File: src/rtl/viterbi_output_packer.sv
// viterbi_output_packer: packs SIZE_IN-bit decoded chunks into SIZE_OUT-bit
// words (selectable bit order, padded partial words at end of frame) and
// queues them in a FIFO with valid/ready output and sticky overflow flag.
module viterbi_output_packer #(
  parameter int unsigned SIZE_IN    = 1,
  parameter int unsigned SIZE_OUT   = 8,
  parameter int unsigned FIFO_DEPTH = 4,
  parameter bit          PAD_BIT    = 1'b0
) (
  input  logic                        i_clk,
  input  logic                        i_rst,
  input  logic                        i_valid,
  input  logic [SIZE_IN-1:0]          i_data,
  input  logic                        i_last,
  input  logic                        i_msb_first,
  input  logic                        i_ready,
  input  logic                        i_clr_ovf,
  output logic [SIZE_OUT-1:0]         o_data,
  output logic                        o_valid,
  output logic                        o_last,
  output logic [$clog2(SIZE_OUT):0]   o_nbits,
  output logic                        o_overflow,
  output logic                        o_done
);

  localparam int unsigned BEATS = SIZE_OUT / SIZE_IN;
  localparam int unsigned CW    = $clog2(BEATS + 1);
  localparam int unsigned NW    = $clog2(SIZE_OUT) + 1;
  localparam int unsigned AW    = $clog2(FIFO_DEPTH);

  typedef enum logic {S_IDLE, S_FILL} state_t;

  state_t              r_state;
  logic [SIZE_OUT-1:0] r_acc;
  logic [CW-1:0]       r_cnt;
  logic                r_msb;

  logic [SIZE_OUT-1:0] w_word;
  logic [NW-1:0]       w_nbits;
  logic [CW-1:0]       w_k;
  logic [CW-1:0]       w_k1;
  logic                w_msb;
  logic                w_push;

  logic [SIZE_OUT-1:0] r_mem_data  [FIFO_DEPTH];
  logic                r_mem_last  [FIFO_DEPTH];
  logic [NW-1:0]       r_mem_nbits [FIFO_DEPTH];
  logic [AW:0]         r_wr;
  logic [AW:0]         r_rd;
  logic                r_ovf;
  logic                r_done;

  logic                w_empty;
  logic                w_full;
  logic                w_pop;
  logic                w_wr_en;
  logic                w_drop;

  // Merge the incoming chunk into the word under construction; a word that
  // starts in IDLE begins from an all-PAD_BIT image so partial words are padded.
  always_comb begin
    w_k     = (r_state == S_FILL) ? r_cnt : '0;
    w_k1    = w_k + CW'(1);
    w_msb   = (r_state == S_FILL) ? r_msb : i_msb_first;
    w_word  = (r_state == S_FILL) ? r_acc : {SIZE_OUT{PAD_BIT}};
    w_nbits = '0;
    for (int unsigned b = 0; b < BEATS; b++) begin
      if (w_k == CW'(b)) begin
        if (w_msb) w_word[SIZE_OUT-1-b*SIZE_IN -: SIZE_IN] = i_data;
        else       w_word[b*SIZE_IN +: SIZE_IN]            = i_data;
        w_nbits = NW'((b + 1) * SIZE_IN);
      end
    end
    w_push = i_valid && (i_last || (w_k1 == CW'(BEATS)));
  end

  // Packing FSM: IDLE waits for the first chunk of a word, FILL collects the rest.
  always_ff @(posedge i_clk or posedge i_rst) begin
    if (i_rst) begin
      r_state <= S_IDLE;
      r_acc   <= {SIZE_OUT{PAD_BIT}};
      r_cnt   <= '0;
      r_msb   <= 1'b0;
    end else if (i_valid) begin
      if (w_push) begin
        r_state <= S_IDLE;
        r_acc   <= {SIZE_OUT{PAD_BIT}};
        r_cnt   <= '0;
      end else begin
        r_state <= S_FILL;
        r_acc   <= w_word;
        r_cnt   <= w_k1;
        r_msb   <= w_msb;
      end
    end
  end

  // FIFO status; a push into a full FIFO survives only if the head pops alongside.
  always_comb begin
    w_empty = (r_wr == r_rd);
    w_full  = (r_wr[AW] != r_rd[AW]) && (r_wr[AW-1:0] == r_rd[AW-1:0]);
    w_pop   = !w_empty && i_ready;
    w_wr_en = w_push && (!w_full || w_pop);
    w_drop  = w_push && w_full && !w_pop;
  end

  // FIFO storage; cleared on reset so the head reads as zero while empty.
  always_ff @(posedge i_clk or posedge i_rst) begin
    if (i_rst) begin
      for (int unsigned i = 0; i < FIFO_DEPTH; i++) begin
        r_mem_data[i]  <= '0;
        r_mem_last[i]  <= 1'b0;
        r_mem_nbits[i] <= '0;
      end
    end else if (w_wr_en) begin
      r_mem_data[r_wr[AW-1:0]]  <= w_word;
      r_mem_last[r_wr[AW-1:0]]  <= i_last;
      r_mem_nbits[r_wr[AW-1:0]] <= w_nbits;
    end
  end

  // Pointers, sticky overflow (drop beats clear) and end-of-frame pop pulse.
  always_ff @(posedge i_clk or posedge i_rst) begin
    if (i_rst) begin
      r_wr   <= '0;
      r_rd   <= '0;
      r_ovf  <= 1'b0;
      r_done <= 1'b0;
    end else begin
      if (w_wr_en) r_wr <= r_wr + 1'b1;
      if (w_pop)   r_rd <= r_rd + 1'b1;
      if (w_drop)         r_ovf <= 1'b1;
      else if (i_clr_ovf) r_ovf <= 1'b0;
      r_done <= w_pop && r_mem_last[r_rd[AW-1:0]];
    end
  end

  assign o_data     = r_mem_data[r_rd[AW-1:0]];
  assign o_last     = r_mem_last[r_rd[AW-1:0]];
  assign o_nbits    = r_mem_nbits[r_rd[AW-1:0]];
  assign o_valid    = !w_empty;
  assign o_overflow = r_ovf;
  assign o_done     = r_done;

endmodule

File: config.mk
export PLATFORM = sky130hd
export DESIGN_NAME = viterbi_output_packer
export DESIGN_NICKNAME = d
export VERILOG_FILES = /design/src/rtl/viterbi_output_packer.sv
export SDC_FILE = /design/constraint.sdc
export NUM_CORES = 1
export LEC_CHECK = 0
export CORE_MARGIN = 2
export CORE_UTILIZATION = 59
export CTS_CLUSTER_DIAMETER = 40
export DETAILED_ROUTE_END_ITERATION = 10
export GPL_TIMING_DRIVEN = 0
export HOLD_SLACK_MARGIN = 0.05
export PLACE_DENSITY = 0.8
export SLEW_MARGIN = 10
export SYNTH_ARGS = -nofsm -noshare
export SYNTH_HDL_FRONTEND = slang
export SYNTH_SLANG_ARGS = --single-unit
File: constraint.sdc
create_clock -name i_clk -period 4.05 [get_ports i_clk]
set_clock_uncertainty 0.2 [all_clocks]
set_input_delay 0.81 -clock i_clk [delete_from_list [all_inputs] [get_ports i_clk]]
set_output_delay 0.81 -clock i_clk [all_outputs]
set_load 0.01 [all_outputs]
Word-level counts from Yosys, hierarchy flattened
Index checks and enable logic that the tools add are counted.
Word-level totals
  word-level logic and storage cells: 120
  bits in registers: 74
  bits in latches: 0
  memory bits (read-only): 0
  RAM bits: 0
  memories kept: 0
  input bits: 8
  output and inout port bits: 16
Cells by class
  div/mod/pow operators: 0
  magnitude comparators: 3
  $mul: 0
  reductions and logical operators: 16
  shift-type cells: 0
  bitwise gates (word level): 3
  eq/ne operators: 11
  $add $sub $neg: 3
  mux-type cells: 64
Operators by type and width (count)
  $mux 4: 11
  $mux 8: 5
  $mux 1: 36
  $bwmux 32: 1
  $bmux 8 s2: 1
  $bwmux 16: 1
  $demux 8 s2: 1
  $eq 4x3->1 const B: 4
  $bmux 4 s2: 1
  $demux 4 s2: 1
  $eq 4x2->1 const B: 2
  $logic_and 1x1->1: 8
  $add 3x1->3 const B: 2
  $ge 3x3->1 const B: 2
  $mux 2: 3
  $not 2->3: 2
  $add 4x1->4 const B: 1
  $bwmux 4: 1
  $eq 4x1->1 const B: 1
  $eq 4x4->1 const B: 1
  $logic_not 4->1: 1
  $eq 3x3->1: 1
  $logic_not 1->1: 3
  $lt 3x1->1 const B: 1
  other kinds (8): 9

Longest topological paths before layout
Gate-level depths: netlist of run 1.
  depth after elaboration: 11
  mapped depth: 12
  mapped depth without buffers: 7

Worst setup path after synthesis of run 1
Ideal clock, no wire load.
  path type: register to register
  from: register r_state
  to: register r_mem_nbits[10] (netlist name)
  clock period less this slack: 2.824 ns
  arrival time: 2.497 ns
  setup time: 0.128 ns
  data required time: 3.722 ns
  buffers on the path: 5
  setup slack: 1.226 ns
  cell stages (with the launch flop): 13
  path through: dfrtp_1 > buf_4 > clkbuf_1 > nand2_1 > inv_1 > ha_1 > buf_2 > xor2_1 > a31oi_1 > buf_4 > nor3b_4 > buf_6 > mux2_1
Between the ends
  word-level cells in the longest chain between the ends: 8
  elaborated cells between the ends (all ways): 17
  classes of those cells: add/sub: 1; eq/ne: 6; mux: 7; reduce/logical: 3
RTL lines
  from (decl): line 33  | state_t r_state;
  from (signal assigned): line 80  | r_state <= S_IDLE;
  from (signal assigned): line 86  | r_state <= S_IDLE;
  from (signal assigned): line 90  | r_state <= S_FILL;
  $mux 4 (*): line 62  | w_k = (r_state == S_FILL) ? r_cnt : '0;
  $eq 4x2->1: line 68  | if (w_k == CW'(b)) begin
  $mux 4 (5 in series): line 68
  $bwmux 16: line 118  | r_mem_nbits[r_wr[AW-1:0]] <= w_nbits;
  to (signal, indexed assignment): line 118
  to (decl): line 47  | logic [NW-1:0] r_mem_nbits [FIFO_DEPTH];
Every way passes the cells marked *; elsewhere a longest branch is shown, timed or not.
A chain may end at the register's enable or synchronous reset.

Worst setup path after layout of run 1
  from: register r_rd[1]
  to: output o_data[4]
Between the ends
  word-level cells in the longest chain between the ends: 4
RTL lines
  from (decl): line 49  | logic [AW:0] r_rd;
  from (signal assigned): line 131  | if (w_pop) r_rd <= r_rd + 1'b1;
  $not 2->3 (not written as such): line 138  | assign o_data = r_mem_data[r_rd[AW-1:0]];
  $bmux 8 s2: line 138
  $mux 8 (not written as such) (2 in series): line 138
  to (decl): line 18  | output logic [SIZE_OUT-1:0] o_data,
No other way between the ends. The select of a mux whose other input is x is not followed.

==> results of run 1 <==
## where the power goes
part	switching (µW)	internal, µW
combinational	361	446
sequential	92.2	898
clock	269	488
## through the flow
stage / instances / power (µW) / instance area, µm² / worst slack (ps)
3_5_place_dp: 371 / 1820 / 4030 / 688
5_1_grt: 387 / 2680 / 4290 / 437
3_3_place_gp: 370 / 1780 / 4000 / -24.6
2_1_floorplan: 273 / 1540 / 3680 / 1160
6_report: 387 / 2550 / 4290 / 639
4_1_cts: 387 / 2570 / 4290 / 622
## metal layers
metal  global-route usage, %  vias to the layer above  routed length, µm
met5                       0                        -                  0
met4                    7.60                        0                112
met3                    3.28                       10                182
met2                    35.2                       41               3420
met1                    31.5                     1161               3360
li1                        -                     1053                  -
## worst min-delay path by stage
stage / end / slack (ps) / cells after the start
2_1_floorplan: r_mem_data[10] / 250 / 1
3_3_place_gp: r_mem_data[23] / 260 / 1
4_1_cts: r_mem_data[23] / 290 / 1
6_report: r_mem_data[9] / 290 / 1
5_1_grt: r_mem_nbits[13] / 300 / 1
3_5_place_dp: r_mem_data[23] / 270 / 1
## worst max-delay path: stages, from the launching register on
cell and delay [ps]:
dfrtp_1 360, buf_2 200, clkbuf_1 590, mux4_2 420
clkdlybuf4s50_1 490
## area by class of cell
class	instances	area, µm²
clock inverters	5	125
plain buffers	15	98.8
multi-input cells	173	1690
inverters	11	43.8
fillers	410	1700
well taps	75	93.8
clock buffers	11	141
flip-flops and latches	74	1850
repair buffers	23	248
## synth_stat cells (2+ instances only)
master	number	share of area [%]
xnor2_1	5	1.2
buf_6	3	0.92
nor2_1	3	0.31
a21oi_1	3	0.41
a22o_1	9	2.1
buf_4	4	0.82
a211oi_1	2	0.41
nand3_1	13	1.8
mux4_2	13	8.0
clkbuf_1	4	0.41
xor2_1	3	0.71
and2_1	3	0.51
ha_1	10	3.4
nand2_1	17	1.7
dfrtp_1	74	50
inv_1	11	1.1
mux2_2	25	7.6
o21ai_0	10	1.4
mux2i_1	10	2.7
nor3b_4	3	1.5
mux2_1	30	9.2
buf_2	4	0.54
## registers in the layout, indices dropped and copies added (netlist names)
signal / flops
r_mem_last: 4
r_rd: 3
r_msb: 1
r_mem_nbits: 16
r_mem_data: 32
r_cnt: 4
o_done: 1
r_wr: 3
r_acc: 8
r_state: 1
o_overflow: 1
## cells by family (layout without fill, tap and decap cells)
| kind of cell | after synthesis | after routing | share of synthesized area, % |
|---|---|---|---|
| xor gates and xnor gates | 8 | 8 | 1.90 |
| buffers and inverters | 26 | 65 | 3.81 |
| and+or+nand+nor | 46 | 46 | 7.37 |
| muxes | 78 | 78 | 27.5 |
| DFF | 74 | 74 | 50.3 |
| AOI/OAI and AO/OA | 31 | 31 | 5.74 |
| adders and majority gates | 10 | 10 | 3.40 |
==> key figures, run 1 <==
STA
  – Worst-margin pin slew: 741 ps
  – Final Hold Viols: 0
  – Max Slew Vio Count: 0
  – Tmin final: about 3400 ps
  – Fin crit share: a little over four fifths
  – FMAX: 293 MHz
  – # setup viols final: 0
  – Worst Hold Margin: 286 ps
  – RSZ-0062 raised after global routing: false
  – Setup tns final: 0 ps
  – Slew headroom: between 50% and 60%

Clock network
  – CTS tree: yes
  – Hold_buf cts: 0
  – Worst-path clk slew: about 80 ps
  – TritonCTS Buffers: 9
  – Post-CTS Resized: 0
  – Clock root cell: clkbuf_8
  – H-tree depth: 3
  – Clock sink total: 74
  – Clk Latency, worst-skew pair: 340 ps
  – Post-CTS setup buffers: 0
  – Longest Clk Path Bufs: 2

Critical path
  – CP required: 3040 ps
  – R2R cell count: 11
  – CP max FO: 10
  – Worst r2r src: r_state
  – Critical path origin: r_rd[1]
  – R2R setup slack: 660 ps
  – Crit path to: o_data[4]
  – CP Class: reg -> out
  – Critical path launch point type: flip-flop
  – Crit path capture type: primary output
  – Critical Path AT: between 2000 and 2500 ps
  – Reg-to-reg endpoint: r_mem_nbits[0]

Route
  – DR vias/cell: 5.85
  – Via count: approximately 2.3k
  – Starting DRT DRC Count: 146
  – WL/cell: 18.3 µm
  – Pre-Repair DR Iteration Count: 4
  – DRC: 0
  – Total wire length: 7080 µm
  – Post-route ant nets: 0

Finish
  – Diode count: 0
  – Commonest non-fill, non-tap cell in the layout: dfrtp_1
  – Share of cells above drive strength 1: 22.8%
  – Synthesis-to-finish area growth: 16.6%
  – Post-Route Utilization: 71.7%
  – NumNets Final: between 300 and 400
  – Commonest non-fill, non-tap cells in the layout: 74 x dfrtp_1, 30 x mux2_1, 25 x mux2_2

Floorplanning
  – CORE AREA: 5990 µm²
  – Initial Utilization: between 60% and 70%
  – # IOs: 24
  – Die Height: between 80 and 90 µm
  – Row cnt: 28
  – Die Width: 83 µm
  – DIE AREA: 6890 µm²

Logic synthesis
  – Number of synthesized flops with an enable pin: 0
  – Asr flop ratio synth: 100%
  – Syn nets: 291
  – Syn. warnings: 0
  – Synthesized netlist cell count: 273
  – Mapped cell area: about 3700 µm²
  – Sequential cell area fraction in the yosys report: 50.3%
  – Top FF cell, synth: dfrtp_1
  – Distinct cells, synth: 36
  – #FFs+latches synth: 74
  – Syn Area/Cell: 13.5 µm²

Placement
  – Final GP Congestion: ~0.94
  – DP HPWL: just under 5000 µm
  – Port bufs: 22

Global route
  – Largest net degree at the start of global routing: 53
  – Antenna violations before repair: 0
  – Vias in the first global route: between 2k and 2.5k
  – Overall Global Routing Usage: 22.1%
  – Total gr overflow: 0
  – First-pass GRT wire length: 11900 µm

Power
  – Leak: 0.00198 µW
  – Peak supply drop: approximately 0.45 mV
  – PwrDens: 595 nW/µm²

Min path
  – Worst hold path startpoint: r_mem_data[9]
  – Worst Hold Class: reg -> reg

Job
  – Number of max-cap violations: 0

Status
  – Outcome: completed
Note: power is estimated with default switching activity, not from simulation.
==> run 2: changes to the inputs <==
==> constraint.sdc (replaced) <==
create_clock -name i_clk -period 3.4 [get_ports i_clk]
set_clock_uncertainty 0.2 [all_clocks]
set_input_delay 0.68 -clock i_clk [delete_from_list [all_inputs] [get_ports i_clk]]
set_output_delay 0.68 -clock i_clk [all_outputs]
set_load 0.01 [all_outputs]
==> key figures, run 2 (same netlist as run 1, synthesis figures left out) <==
Power
  – Leak: 0.00198 µW (about the same)
  – Reg power frac: 38.8% (about the same)
  – Comb pwr share: 31.6% (about the same)
  – Clock network power share: 29.6% (about the same)
  – Switch Pwr: 854 µW (+18%)
  – PwrDens: 708 nW/µm² (+19%)
  – Switch share: 28.1% (-0.15 points)
  – Cell Int Power: 2180 µW (+19%)
  – Total power: 3040 µW (+19%)
  – Peak supply drop: 0.541 mV (+19%)

Global route
  – Overall Global Routing Usage: 22.1% (unchanged)
  – First-pass GRT wire length: 11900 µm (unchanged)
  – Vias in the first global route: 2270 (unchanged)
  – Antenna violations before repair: 0 (unchanged)
  – Total gr overflow: 0 (unchanged)
  – Largest net degree at the start of global routing: 53 (unchanged)

Clock network
  – Clock sink total: 74 (unchanged)
  – CTS tree: yes
  – Hold_buf cts: 0 (unchanged)
  – Clk Latency, worst-skew pair: 340 ps (about the same)
  – Longest Clk Path Bufs: 2 (unchanged)
  – TritonCTS Buffers: 9 (unchanged)
  – Clock root cell: clkbuf_8
  – Post-CTS Resized: 0 (unchanged)
  – H-tree depth: 3 (unchanged)
  – Worst-path clk slew: 70 ps (about the same)

Critical path
  – Largest incremental delay on the critical path: 590 ps (about the same)
  – Crit path capture type: primary output
  – Critical path launch point type: flip-flop
  – CP Class: reg -> out
  – CP max stage cell: clkbuf_1
  – CP max FO: 10 (unchanged)
  – Cells along the critical path: buf_2, clkbuf_1, mux4_2, clkdlybuf4s50_1
  – CP required: 2520 ps (-520 ps)
  – Critical Path AT: 2390 ps (about the same)
  – WP buf/inv: 3 (unchanged)
  – Cell family with most CP delay: buffers and inverters

Placement
  – Pre-CTS setup slack: 38.0 ps (-650 ps)
  – Placed Instances: 371 (unchanged)
  – DP HPWL: 4940 µm (unchanged)
  – Final GP Congestion: 0.942 (unchanged)
  – Port bufs: 22 (unchanged)

STA
  – FMAX: roughly 310 MHz
  – Slew headroom: 50.7% (+0.13 points)
  – RSZ-0062 raised after global routing: false
  – Final Hold Viols: 0 (unchanged)
  – # setup viols final: 0 (unchanged)
  – Worst setup slack after layout: 127 ps (-512 ps)
  – Fin crit share: 96.3%
  – Max Slew Vio Count: 0 (unchanged)
  – Worst-margin pin slew: 739 ps (-1.97 ps)
  – Tmin final: around 3300 ps
  – Setup tns final: 0 ps (unchanged)

Floorplanning
  – Row cnt: 28 (unchanged)
  – Initial Utilization: 61.5% (unchanged)
  – CORE AREA: 5990 µm² (unchanged)
  – # IOs: 24 (unchanged)
  – Die Width: 83 µm (unchanged)
  – Die Height: 83 µm (unchanged)
  – DIE AREA: 6890 µm² (unchanged)

Route
  – DR vias/cell: 5.86 (+0.13%)
  – Pre-Repair DR Iteration Count: 4 (unchanged)
  – Starting DRT DRC Count: 154 (+5.5%)
  – DRC: 0 (unchanged)
  – Total wire length: 7050 µm (-0.42%)
  – Post-route ant nets: 0 (unchanged)
  – Via count: 2262 (-0.13%)
  – WL/cell: 18.3 µm (-0.17%)

Status
  – Outcome: completed

Finish
  – Diode count: 0 (unchanged)
  – Post-Route Utilization: 71.6% (about the same)
  – Commonest non-fill, non-tap cells in the layout: 74 x dfrtp_1, 30 x mux2_1, 25 x mux2_2
  – Top reg by flops: r_mem_data
  – Largest registers: r_mem_data (32), r_mem_nbits (16), r_acc (8)
  – Fillers: 410 (unchanged)
  – Reg area: 1850 µm² (unchanged)
  – Max reg flops: 32 (unchanged)
  – NumNets Final: 324 (-0.31%)
  – Fin cells: 386 (-0.26%)
  – Multi-input logic area: 1690 µm² (unchanged)
  – Synthesis-to-finish area growth: 16.5% (about the same)
  – Share of cells above drive strength 1: 22.8% (+0.073 points)
  – Commonest non-fill, non-tap cell in the layout: dfrtp_1

Min path
  – Worst Hold Class: reg -> reg

Job
  – Number of max-cap violations: 0 (unchanged)
run 2: power by group through the flow:
stage / sequential, µW / clock [µW] / combinational [µW]
final: 1180 / 897 / 959
after global routing: 1200 / 946 / 1050
after CTS: 1180 / 907 / 976
after detailed placement: 1200 / 0 / 969
after global placement: 1180 / 0 / 937
after floorplan: 1160 / 0 / 675
run 2: final cells by class:
| cell class | count | area share [%] |
|---|---|---|
| multi-input combinational | 173 | 39.4 |
| clock inverter | 5 | 2.92 |
| clock buffer | 11 | 3.30 |
| sequential | 74 | 43.2 |
| tap | 75 | 2.19 |
| timing repair buffer | 23 | 5.78 |
| inverter | 11 | 1.02 |
| buffer | 14 | 2.22 |
run 2: through the flow:
step                hold slack, ps  instance area (µm²)
finish                         286                 4290
global route                   303                 4290
CTS                            291                 4290
detailed placement             274                 4030
global placement               262                 4000
floorplan                      252                 3680
run 2: timing repair:
| item | CTS | global route |
|---|---|---|
| setup endpoints to repair | 0 | 39 |
| buffers inserted | 0 | 0 |
| endpoints found under the hold margin | 0 | 0 |
run 2: worst paths after layout:
| check | from | endpoint | slack [ps] | cells past startpoint |
|---|---|---|---|---|
| setup / recovery | r_rd[1] | o_data[4] | 130 | 4 |
| hold / removal | r_mem_data[9] | r_mem_data[9] | 290 | 1 |
| setup reg to reg | r_state | r_mem_data[25] | 430 | 11 |
| hold reg to reg | r_mem_data[9] | r_mem_data[9] | 290 | 1 |
| max in group asynchronous | i_rst | r_mem_nbits[7] | 2000 | 3 |
| min in group asynchronous | i_rst | r_mem_data[19] | 450 | 2 |
run 2: routing by layer:
metal	global-route usage, %	vias to the layer above	share of wire [%]	wire length, µm
li1	-	1050	-	-
met1	31.5	1160	47	3310
met2	35.2	39	49	3440
met3	3.28	13	2.4	166
met4	7.60	0	1.9	131
met5	0	-	0	0
==> run 3: changes to the inputs <==
--- a/config.mk
+++ b/config.mk
@@ -5,6 +5,7 @@
 export SDC_FILE = /design/constraint.sdc
 export NUM_CORES = 1
 export LEC_CHECK = 0
+export CAP_MARGIN = 10
 export CORE_MARGIN = 2
 export CORE_UTILIZATION = 59
 export CTS_CLUSTER_DIAMETER = 40
@@ -12,6 +13,7 @@
 export GPL_TIMING_DRIVEN = 0
 export HOLD_SLACK_MARGIN = 0.05
 export PLACE_DENSITY = 0.8
+export SETUP_SLACK_MARGIN = 0.1
 export SLEW_MARGIN = 10
 export SYNTH_ARGS = -nofsm -noshare
 export SYNTH_HDL_FRONTEND = slang
==> key figures, run 3 (same netlist as run 1, synthesis figures left out) <==
Clock network
  – Clock sink total: 74 (unchanged)
  – CTS tree: yes
  – Hold_buf cts: 0 (unchanged)
  – Clock root cell: clkbuf_8
  – TritonCTS Buffers: 9 (unchanged)
  – Worst-path clk slew: 70 ps (about the same)
  – Longest Clk Path Bufs: 2 (unchanged)
  – Clk Latency, worst-skew pair: 340 ps (about the same)
  – H-tree depth: 3 (unchanged)

Route
  – Post-route ant nets: 0 (unchanged)
  – Pre-Repair DR Iteration Count: 4 (unchanged)
  – DRC: 0 (unchanged)
  – DR vias/cell: 5.85 (-0.23%)
  – Total wire length: 6940 µm (-1.5%)
  – WL/cell: 18.1 µm (-0.98%)
  – Via count: 2245 (-0.75%)
  – Starting DRT DRC Count: 144 (-6.5%)

Placement
  – Final GP Congestion: 0.942 (unchanged)
  – DP HPWL: 4940 µm (unchanged)
  – Dpl cell area: 4030 µm² (unchanged)
  – Port bufs: 22 (unchanged)

Job
  – Number of max-cap violations: 0 (unchanged)

Finish
  – Top reg by flops: r_mem_data
  – Commonest non-fill, non-tap cell in the layout: dfrtp_1
  – Commonest non-fill, non-tap cells in the layout: 74 x dfrtp_1, 30 x mux2_1, 25 x mux2_2
  – Largest registers: r_mem_data (32), r_mem_nbits (16), r_acc (8)
  – Synthesis-to-finish area growth: 16.2%
  – Share of cells above drive strength 1: 22.7% (-0.18 points)
  – Fin area: 4280 µm² (-0.20%)
  – NumNets Final: 322 (-0.62%)
  – Max reg flops: 32 (unchanged)
  – Diode count: 0 (unchanged)

STA
  – Max Slew Vio Count: 0 (unchanged)
  – Final Hold Viols: 0 (unchanged)
  – Fin crit share: 88.0% (-8.2 points)
  – FMAX: 334 MHz (+9.3%)
  – # setup viols final: 0 (unchanged)
  – Slew headroom: 59.5% (+8.7 points)
  – Worst Hold Margin: 285 ps (-0.340 ps)
  – Tmin final: 2990 ps (-280 ps)
  – Worst-margin pin slew: 591 ps (-148 ps)
  – RSZ-0062 raised after global routing: false

Global route
  – First-pass GRT wire length: 11900 µm (-0.63%)
  – Antenna violations before repair: 0 (unchanged)
  – Largest net degree at the start of global routing: 53 (unchanged)
  – Total gr overflow: 0 (unchanged)
  – Overall Global Routing Usage: 22.0% (-0.17 points)
  – Vias in the first global route: 2263 (-0.31%)

Status
  – Outcome: completed

Critical path
  – CP required: 3420 ps (+900 ps)
  – Reg-to-reg endpoint: r_mem_last[0]
  – CP max FO: 19 (+9)
  – Worst r2r src: r_state
  – Critical path launch point type: flip-flop
  – R2R setup slack: 410 ps (-20 ps)
  – CP Class: reg -> reg
  – Crit path capture type: flip-flop
  – Critical Path AT: 3020 ps (+630 ps)
  – R2R cell count: 10 (-1)

Floorplanning
  – Die Width: 83 µm (unchanged)
  – Die Height: 83 µm (unchanged)
  – CORE AREA: 5990 µm² (unchanged)
  – DIE AREA: 6890 µm² (unchanged)
  – Initial Utilization: 61.5% (unchanged)
  – Row cnt: 28 (unchanged)
  – # IOs: 24 (unchanged)

Power
  – Peak supply drop: 0.591 mV (+9.3%)
  – Leak: 0.00197 µW (-0.26%)
  – PwrDens: 705 nW/µm² (-0.43%)

Min path
  – Hold path depth: 1 (unchanged)
  – Worst hold path startpoint: r_mem_data[9]
  – Worst Hold Class: reg -> reg
  – Min-Delay Endpoint: r_mem_data[9]
==> run 3: changes by cell type in the layout (fill, tap and decap cells not counted), sizes merged <==
cell | before | now
buf | 12 | 11
clkbuf | 14 | 13
==> run 3: layer usage <==
metal  up-vias  global-route usage [%]  share of wire (%)  wire length, µm
met1      1149                    31.2                 47             3290
met2        39                    34.9                 48             3360
li1       1048                       -                  -                -
met5         -                       0                  0                0
met3         9                    3.28                2.9              201
met4         0                    7.60                1.4               95
==> run 3: report_power, final <==
group	internal, µW	total [µW]	switching (µW)
clock network	581	897	316
registers	1070	1180	108
logic	523	942	419
total	2170	3020	842
==> run 3: worst max-delay path by stage <==
stage,from,end,slack [ps],cells past startpoint
2_1_floorplan,r_state,r_mem_nbits[10],580,12
3_3_place_gp,i_rst,r_mem_last[3],-540,2
3_5_place_dp,r_state,r_mem_data[25],40,12
4_1_cts,r_rd[1],o_data[4],100,4
5_1_grt,r_state,r_mem_last[0],220,10
6_report,r_state,r_mem_last[0],410,10
==> run 3: repair_timing <==
| item | 4_1_cts | 5_1_grt |
|---|---|---|
| setup endpoints to repair | 39 | 9 |
| buffers inserted | 0 | 0 |
| gates resized for setup | 0 | 0 |
==> run 3: final cells by class <==
type | instances | area [µm²]
clock inverters | 5 | 125
well taps | 75 | 93.8
flip-flops and latches | 74 | 1850
repair buffers | 23 | 248
inverters | 11 | 43.8
multi-input cells | 173 | 1690
plain buffers | 12 | 86.3
fillers | 410 | 1710
clock buffers | 11 | 141
==> run 3: stage by stage <==
step	setup WS (ps)	total power [µW]	TNS [ps]	cells	utilization, %
floorplan	576	1840	0	273	-
global placement	-545	2120	-40110	370	66.7
detailed placement	38.0	2170	0	371	67.2
CTS	102	3060	0	386	71.6
global route	225	3190	0	384	71.4
finish	407	3020	0	384	71.4
==> run 3: worst max-delay path: stages (launching register included) <==
cell and delay, ps:
dfrtp_1 360, buf_4 240, nand2_1 160, inv_1 130
ha_1 140, buf_2 200, xor2_1 160, a31oi_1 130
nor3b_2 470, buf_4 320, mux2_2 350
